### src/rtl/seq_shift_unit_if.sv
// seq_shift_unit_if
// Operand and result handshake bundle for the multi-cycle shift unit.
//   in_valid/in_ready : operand handshake (producer -> unit)
//   in_data           : 32-bit value to shift
//   in_shamt          : shift amount, 0..31
//   in_dir            : 0 = left, 1 = right
//   in_arith          : 1 = arithmetic right shift (ignored for left shifts)
//   out_valid/out_ready : result handshake (unit -> consumer)
//   out_data          : 32-bit shifted result
// Modports: master = pipeline side, slave = shift unit.
interface seq_shift_unit_if;
    logic        in_valid;
    logic        in_ready;
    logic [31:0] in_data;
    logic [4:0]  in_shamt;
    logic        in_dir;
    logic        in_arith;
    logic        out_valid;
    logic        out_ready;
    logic [31:0] out_data;

    modport master (
        output in_valid, in_data, in_shamt, in_dir, in_arith, out_ready,
        input  in_ready, out_valid, out_data
    );

    modport slave (
        input  in_valid, in_data, in_shamt, in_dir, in_arith, out_ready,
        output in_ready, out_valid, out_data
    );
endinterface

### src/rtl/seq_shift_unit.sv
// seq_shift_unit
// Area-reduced SLL/SRL/SRA unit: shifts a 32-bit operand by up to STEP bits
// per clock until the requested amount has been applied.
// Parameters:
//   STEP  : maximum shift distance per cycle (1, 2, 4 or 8)
// Ports:
//   clk   : clock, rising edge
//   rst_n : synchronous active-low reset
//   flush : synchronous abort of any operation in progress
//   bus   : operand/result handshake (slave modport)
//   busy  : high while an operation is shifting or waiting to hand off
module seq_shift_unit #(
    parameter int unsigned STEP = 1
) (
    input  logic              clk,
    input  logic              rst_n,
    input  logic              flush,
    seq_shift_unit_if.slave   bus,
    output logic              busy
);

    typedef enum logic [1:0] {
        ST_IDLE  = 2'd0,
        ST_SHIFT = 2'd1,
        ST_DONE  = 2'd2
    } state_e;

    localparam logic [4:0] STEP_W = 5'(STEP);

    state_e      state_q, state_d;
    logic [31:0] data_q,  data_d;
    logic [4:0]  cnt_q,   cnt_d;
    logic        dir_q,   dir_d;
    logic        fill_q,  fill_d;

    logic        in_ready_s;
    logic        big_step_s;
    logic [4:0]  cnt_next_s;
    logic [31:0] shl_s;
    logic [31:0] shr_s;

    // Operand acceptance: only in IDLE, never while flushing or held in reset.
    always_comb begin
        in_ready_s = rst_n && (state_q == ST_IDLE) && !flush;
    end

    // Per-cycle shift step: a full STEP while enough distance remains, then single bits.
    always_comb begin
        big_step_s = (cnt_q >= STEP_W);
        if (big_step_s) begin
            cnt_next_s = cnt_q - STEP_W;
            shl_s      = data_q << STEP;
            // Inverting around the shift fills vacated MSBs with ones for SRA.
            if (fill_q) begin
                shr_s = ~((~data_q) >> STEP);
            end else begin
                shr_s = data_q >> STEP;
            end
        end else begin
            cnt_next_s = cnt_q - 5'd1;
            shl_s      = data_q << 1;
            if (fill_q) begin
                shr_s = ~((~data_q) >> 1);
            end else begin
                shr_s = data_q >> 1;
            end
        end
    end

    // Next-state and datapath update; flush overrides every state.
    always_comb begin
        state_d = state_q;
        data_d  = data_q;
        cnt_d   = cnt_q;
        dir_d   = dir_q;
        fill_d  = fill_q;
        if (flush) begin
            state_d = ST_IDLE;
            cnt_d   = 5'd0;
        end else begin
            case (state_q)
                ST_IDLE: begin
                    if (bus.in_valid && in_ready_s) begin
                        data_d = bus.in_data;
                        cnt_d  = bus.in_shamt;
                        dir_d  = bus.in_dir;
                        fill_d = bus.in_dir & bus.in_arith & bus.in_data[31];
                        if (bus.in_shamt == 5'd0) begin
                            state_d = ST_DONE;
                        end else begin
                            state_d = ST_SHIFT;
                        end
                    end else begin
                        state_d = ST_IDLE;
                    end
                end
                ST_SHIFT: begin
                    if (dir_q) begin
                        data_d = shr_s;
                    end else begin
                        data_d = shl_s;
                    end
                    cnt_d = cnt_next_s;
                    if (cnt_next_s == 5'd0) begin
                        state_d = ST_DONE;
                    end else begin
                        state_d = ST_SHIFT;
                    end
                end
                ST_DONE: begin
                    if (bus.out_ready) begin
                        state_d = ST_IDLE;
                    end else begin
                        state_d = ST_DONE;
                    end
                end
                default: begin
                    state_d = ST_IDLE;
                end
            endcase
        end
    end

    // State and datapath registers with synchronous active-low reset.
    always_ff @(posedge clk) begin
        if (!rst_n) begin
            state_q <= ST_IDLE;
            data_q  <= 32'd0;
            cnt_q   <= 5'd0;
            dir_q   <= 1'b0;
            fill_q  <= 1'b0;
        end else begin
            state_q <= state_d;
            data_q  <= data_d;
            cnt_q   <= cnt_d;
            dir_q   <= dir_d;
            fill_q  <= fill_d;
        end
    end

    // Outputs decode straight from registered state; out_data always shows the data register.
    always_comb begin
        bus.in_ready  = in_ready_s;
        bus.out_valid = (state_q == ST_DONE);
        bus.out_data  = data_q;
        busy          = (state_q != ST_IDLE);
    end

endmodule

### src/flat_wrapper.sv
// flat-port wrapper written by rule: the top's interface ports become plain ports
module seq_shift_unit_flat 
#(
    parameter int unsigned STEP = 1
)
  (clk, rst_n, flush, busy, bus_in_valid, bus_in_data, bus_in_shamt, bus_in_dir, bus_in_arith, bus_out_ready, bus_in_ready, bus_out_valid, bus_out_data);
  seq_shift_unit_if bus_i ();
  input  logic clk;
  input  logic rst_n;
  input  logic flush;
  output logic busy;
  input wire logic [$bits(bus_i.in_valid)-1:0] bus_in_valid;
  input wire logic [$bits(bus_i.in_data)-1:0] bus_in_data;
  input wire logic [$bits(bus_i.in_shamt)-1:0] bus_in_shamt;
  input wire logic [$bits(bus_i.in_dir)-1:0] bus_in_dir;
  input wire logic [$bits(bus_i.in_arith)-1:0] bus_in_arith;
  input wire logic [$bits(bus_i.out_ready)-1:0] bus_out_ready;
  output wire logic [$bits(bus_i.in_ready)-1:0] bus_in_ready;
  output wire logic [$bits(bus_i.out_valid)-1:0] bus_out_valid;
  output wire logic [$bits(bus_i.out_data)-1:0] bus_out_data;
  assign bus_i.in_valid = bus_in_valid;
  assign bus_i.in_data = bus_in_data;
  assign bus_i.in_shamt = bus_in_shamt;
  assign bus_i.in_dir = bus_in_dir;
  assign bus_i.in_arith = bus_in_arith;
  assign bus_i.out_ready = bus_out_ready;
  assign bus_in_ready = bus_i.in_ready;
  assign bus_out_valid = bus_i.out_valid;
  assign bus_out_data = bus_i.out_data;
  seq_shift_unit #(.STEP(STEP)) u_core (.clk(clk), .rst_n(rst_n), .flush(flush), .bus(bus_i), .busy(busy));
endmodule
### config.mk
export PLATFORM = sky130hd
export DESIGN_NAME = seq_shift_unit_flat
export DESIGN_NICKNAME = d
export VERILOG_FILES = /design/src/rtl/seq_shift_unit_if.sv /design/src/rtl/seq_shift_unit.sv /design/src/flat_wrapper.sv
export SDC_FILE = /design/constraint.sdc
export NUM_CORES = 1
export LEC_CHECK = 0
export CORE_ASPECT_RATIO = 1.25
export CORE_MARGIN = 1
export CORE_UTILIZATION = 37
export DETAILED_ROUTE_END_ITERATION = 16
export PLACE_DENSITY = 0.68
export SYNTH_ARGS = -nofsm -noshare
export SYNTH_HDL_FRONTEND = slang
export SYNTH_SLANG_ARGS = --single-unit
### constraint.sdc
create_clock -name clk -period 5.3 [get_ports clk]
set_clock_uncertainty 0.1 [all_clocks]
set_input_delay 0.795 -clock clk [delete_from_list [all_inputs] [get_ports clk]]
set_output_delay 0.795 -clock clk [all_outputs]
set_load 0.02 [all_outputs]
Word-level counts from Yosys, hierarchy flattened
Index checks and enable logic that the tools add are counted.
- add/sub/neg operators: 1
- eq/ne operators: 3
- mux-type cells: 11
- bitwise gates (word level): 6
- reduce and logical (&&, ||, !) cells: 13
- operator list (kind ; number):
    32-bit two-way mux ; 3
    32-bit case mux with 2 select lines ; 1
    31-bit inverter with 32-bit output ; 1
    32-bit inverter ; 1
    5-bit logical NOT ; 2
    5-bit case mux with 2 select lines ; 1
    2-bit two-way mux ; 4
    2-bit case mux with 3 select lines ; 1
    3-bit AND reduction ; 2
    5-bit two-way mux ; 1
    5-bit by 1-bit subtractor with 5-bit output (second input constant) ; 1
    2-bit nonzero test ; 2
    1-bit logical AND ; 3
    1-bit AND ; 2
    2-bit by 1-bit == test with 1-bit output (second input constant) ; 1
    2-bit == test (second input constant) ; 1
    2-bit logical NOT ; 1
    2-bit inequality test (second input constant) ; 1
    1-bit inverter ; 2
    2-bit AND reduction ; 1
    2-bit OR reduction ; 1
    1-bit logical NOT ; 1
- bits in registers: 41
- input bits: 44
- output and inout bits: 35
- word-level logic and storage cells: 39

Depth between registers and ports, before layout
- depth in word-level cells: 6
- mapped depth: 7
- depth with buffers taken out: 6

Least setup slack after synthesis
OpenSTA, ideal clock, no wires.
- kind: input to output
- start point: input flush
- end point: output bus_in_ready
- data arrival time: 1.519 ns
- setup slack: 2.886 ns
- stages on the path: 3
- buffers on the path: 1
- cells stage by stage: nand2b_1 -> buf_6 -> nor3_1
- longest elaborated chain between the ends: 2
- ends and longest elaborated chain (what ; RTL line ; RTL):
    start, declared ; flat_wrapper.sv:10 ; input logic flush;
    1-bit logical NOT ; seq_shift_unit.sv:44 ; in_ready_s = rst_n && (state_q == ST_IDLE) && !flush;
    1-bit logical AND ; seq_shift_unit.sv:44 ;
    end, declared ; flat_wrapper.sv:18 ; output wire logic [$bits(bus_i.in_ready)-1:0] bus_in_ready;
No other way between the ends.

Worst setup path in the final report
Ends and elaborated chain as after synthesis.

==> impl_metrics.tcl <==
set metrics [dict create \
    outcome "complete, no violations" \
    criticalPathCategory "input port to output pin" \
    synth_nets 327 \
    cts.clk_slew.worst_paths_ns 0.07 \
    nFillCells 552 \
    hp-start "u_core.fill_q" \
    synth.distinct_cells 31 \
    leakagePower_nw 0.966 \
    synthToLayoutAreaGrowth_pct 39.0 \
    period_minus_slack_ns 3.34 \
    wl_um 5650 \
    dr.pass1.iters 4 \
    worst_hold_slack_ns 0.357 \
    final_area_um2 3140 \
    vias_per_cell 5.21 \
    dieArea_um2 6420 \
    cts_tree "done" \
    ir_drop_mv 0.107 \
    finalSetupTns_ns 0 \
    final-max-slew-violation-count 0 \
    core_area_um2 5860 \
    min_path_type "flip-flop to flip-flop" \
    drtIter0Drc 93 \
    total_power_uw 699 \
    finalWorstSetupSlack_ns 1.96 \
    dpl_cell_area_um2 3050 \
    layoutNonFillerInstCount 426 \
    rsz0062_at_grt "no" \
    worstPathMaxFanout 10 \
    setup_viol 0 \
    io_pins 79 \
    initial_core_util 0.385 \
    rows 31 \
    die_width_um 71.9 \
    grt_overflow 0 \
    root_buffer "clkbuf_8" \
    synth_warnings 0 \
    gr-usage-all-layers 0.183 \
    syn_inst 281 \
    syn_area_per_cell_um2 8.03 \
    ff_latch_area_um2 822 \
    cts_setup_buffers 0 \
    crit_required_ns 4.41 \
    cts_buffers 5 \
    ant_nets 0 \
    yosysSeqAreaShare 0.364 \
    vias 2218 \
    grt_pass1_wl_um 9440 \
    place_inst 419 \
    gp_congestion 0.837 \
    critPathCaptureType "output pin" \
    ctsHoldBuffers 0 \
    die_h_um 89.3 \
    fin_util 0.536 \
    cts_resized 0 \
    power_density_nw_per_um2 223 \
    synth-main-ff-cell "dfxtp_1" \
    start_kind "input port" \
    ys_ff_latch 41 \
    relSlewSlack 0.238 \
    hold_viol 0 \
    max_freq_mhz 300 \
    tightest_slew_ns 1.14 \
    max-clock-path-buffers 2 \
    r2r-start "u_core.state_q[0]" \
    nNetsFinal 390 \
    grt_start_max_net_pins 37 \
    mappedNetlistArea_um2 2260 \
    dpl_worst_slack_ns 1.97 \
    h-tree-depth 2 \
    crit_path_start "flush" \
    grt_pass1_vias 2055 \
    multi_input_area_um2 1320 \
    final_layout_size_suffix_gt1_frac 0.0378 \
    portBuffers 78 \
    dp_hpwl_um 3730 \
    drc 0 \
    antenna_cells 0 \
    cts.sinks 41 \
    synth_edf_count 0 \
    routedWlPerCell_um 13.3 \
    period_share 0.630 \
    arrival_ns 2.44 \
    cap_violations 0 \
    antenna_found_initial 0 \
    synthArstFlopShare 0 \
    insertion_delay_ns 0.28 \
]
==> routing by layer <==
metal,part of all wire,GRT usage,routed length (um)
met4,0.0090,0.0588,51
met2,0.48,0.322,2740
met5,0,0,0
met1,0.45,0.222,2570
met3,0.052,0.0406,294
==> area by class of cell <==
cell class / instances / share of cell area
flip-flops and latches: 41 / 0.262
well taps: 82 / 0.0327
inverters: 3 / 0.00359
clock buffers: 7 / 0.0275
multi-input cells: 213 / 0.420
repair buffers: 80 / 0.254
==> state kept, by name (all words and copies together) (netlist names) <==
name / flops
u_core.bus.out_data: 32
u_core.cnt_q: 5
u_core.state_q: 2
u_core.dir_q: 1
u_core.fill_q: 1
==> synth_stat cells (all sizes together), types with 4 or more instances <==
| master | count | area (um^2) |
|---|---|---|
| clkbuf | 5 | 18.8 |
| or3 | 4 | 25.0 |
| nor3 | 5 | 35.0 |
| o211ai | 33 | 248 |
| mux2i | 32 | 320 |
| a211oi | 4 | 30.0 |
| a21oi | 38 | 190 |
| buf | 19 | 101 |
| dfxtp | 41 | 821 |
| o21ai | 4 | 20.0 |
| nand2 | 69 | 259 |
==> cells in the final DEF (no fill, tap or decap), types with 2 or more instances in the layout <==
master	instances
dfxtp_1	40
nor2_1	2
mux2i_1	32
inv_1	2
a211oi_1	4
clkdlybuf4s50_1	78
o21ai_0	3
buf_4	2
nand2_1	69
a21o_1	3
clkbuf_8	6
nor3_1	3
ha_1	2
a21oi_1	38
o211ai_1	33
nand2b_1	3
a31oi_1	3
or3_1	4
==> worst max-delay path, cell delays in order <==
cell             delay, ns
clkdlybuf4s50_1       0.47
nand2b_1              0.34
nor3_1                0.20
clkdlybuf4s50_1       0.63
==> where the power goes <==
group	switching (mW)	internal, mW
clock	0.102	0.103
combinational	0.0725	0.0791
sequential	0.0197	0.323
==> worst paths after layout <==
kind / to / slack [ns] / depth (start not counted)
hold / removal: u_core.fill_q / 0.36 / 2
hold reg to reg: u_core.fill_q / 0.36 / 2
setup reg to reg: u_core.bus.out_data[9] / 3.18 / 5
setup / recovery: bus_in_ready / 1.96 / 4
==> cell families (layout without fill, tap and decap cells) <==
| logic type | after synthesis | count (layout) | synth area share |
|---|---|---|---|
| buf+inv | 27 | 90 | 0.0582 |
| flops | 41 | 41 | 0.364 |
| compound gates | 87 | 87 | 0.241 |
| simple gates | 92 | 92 | 0.184 |
| mux | 32 | 32 | 0.142 |
| fa+ha+maj | 2 | 2 | 0.0111 |
Power figures use the tool's default switching activity.
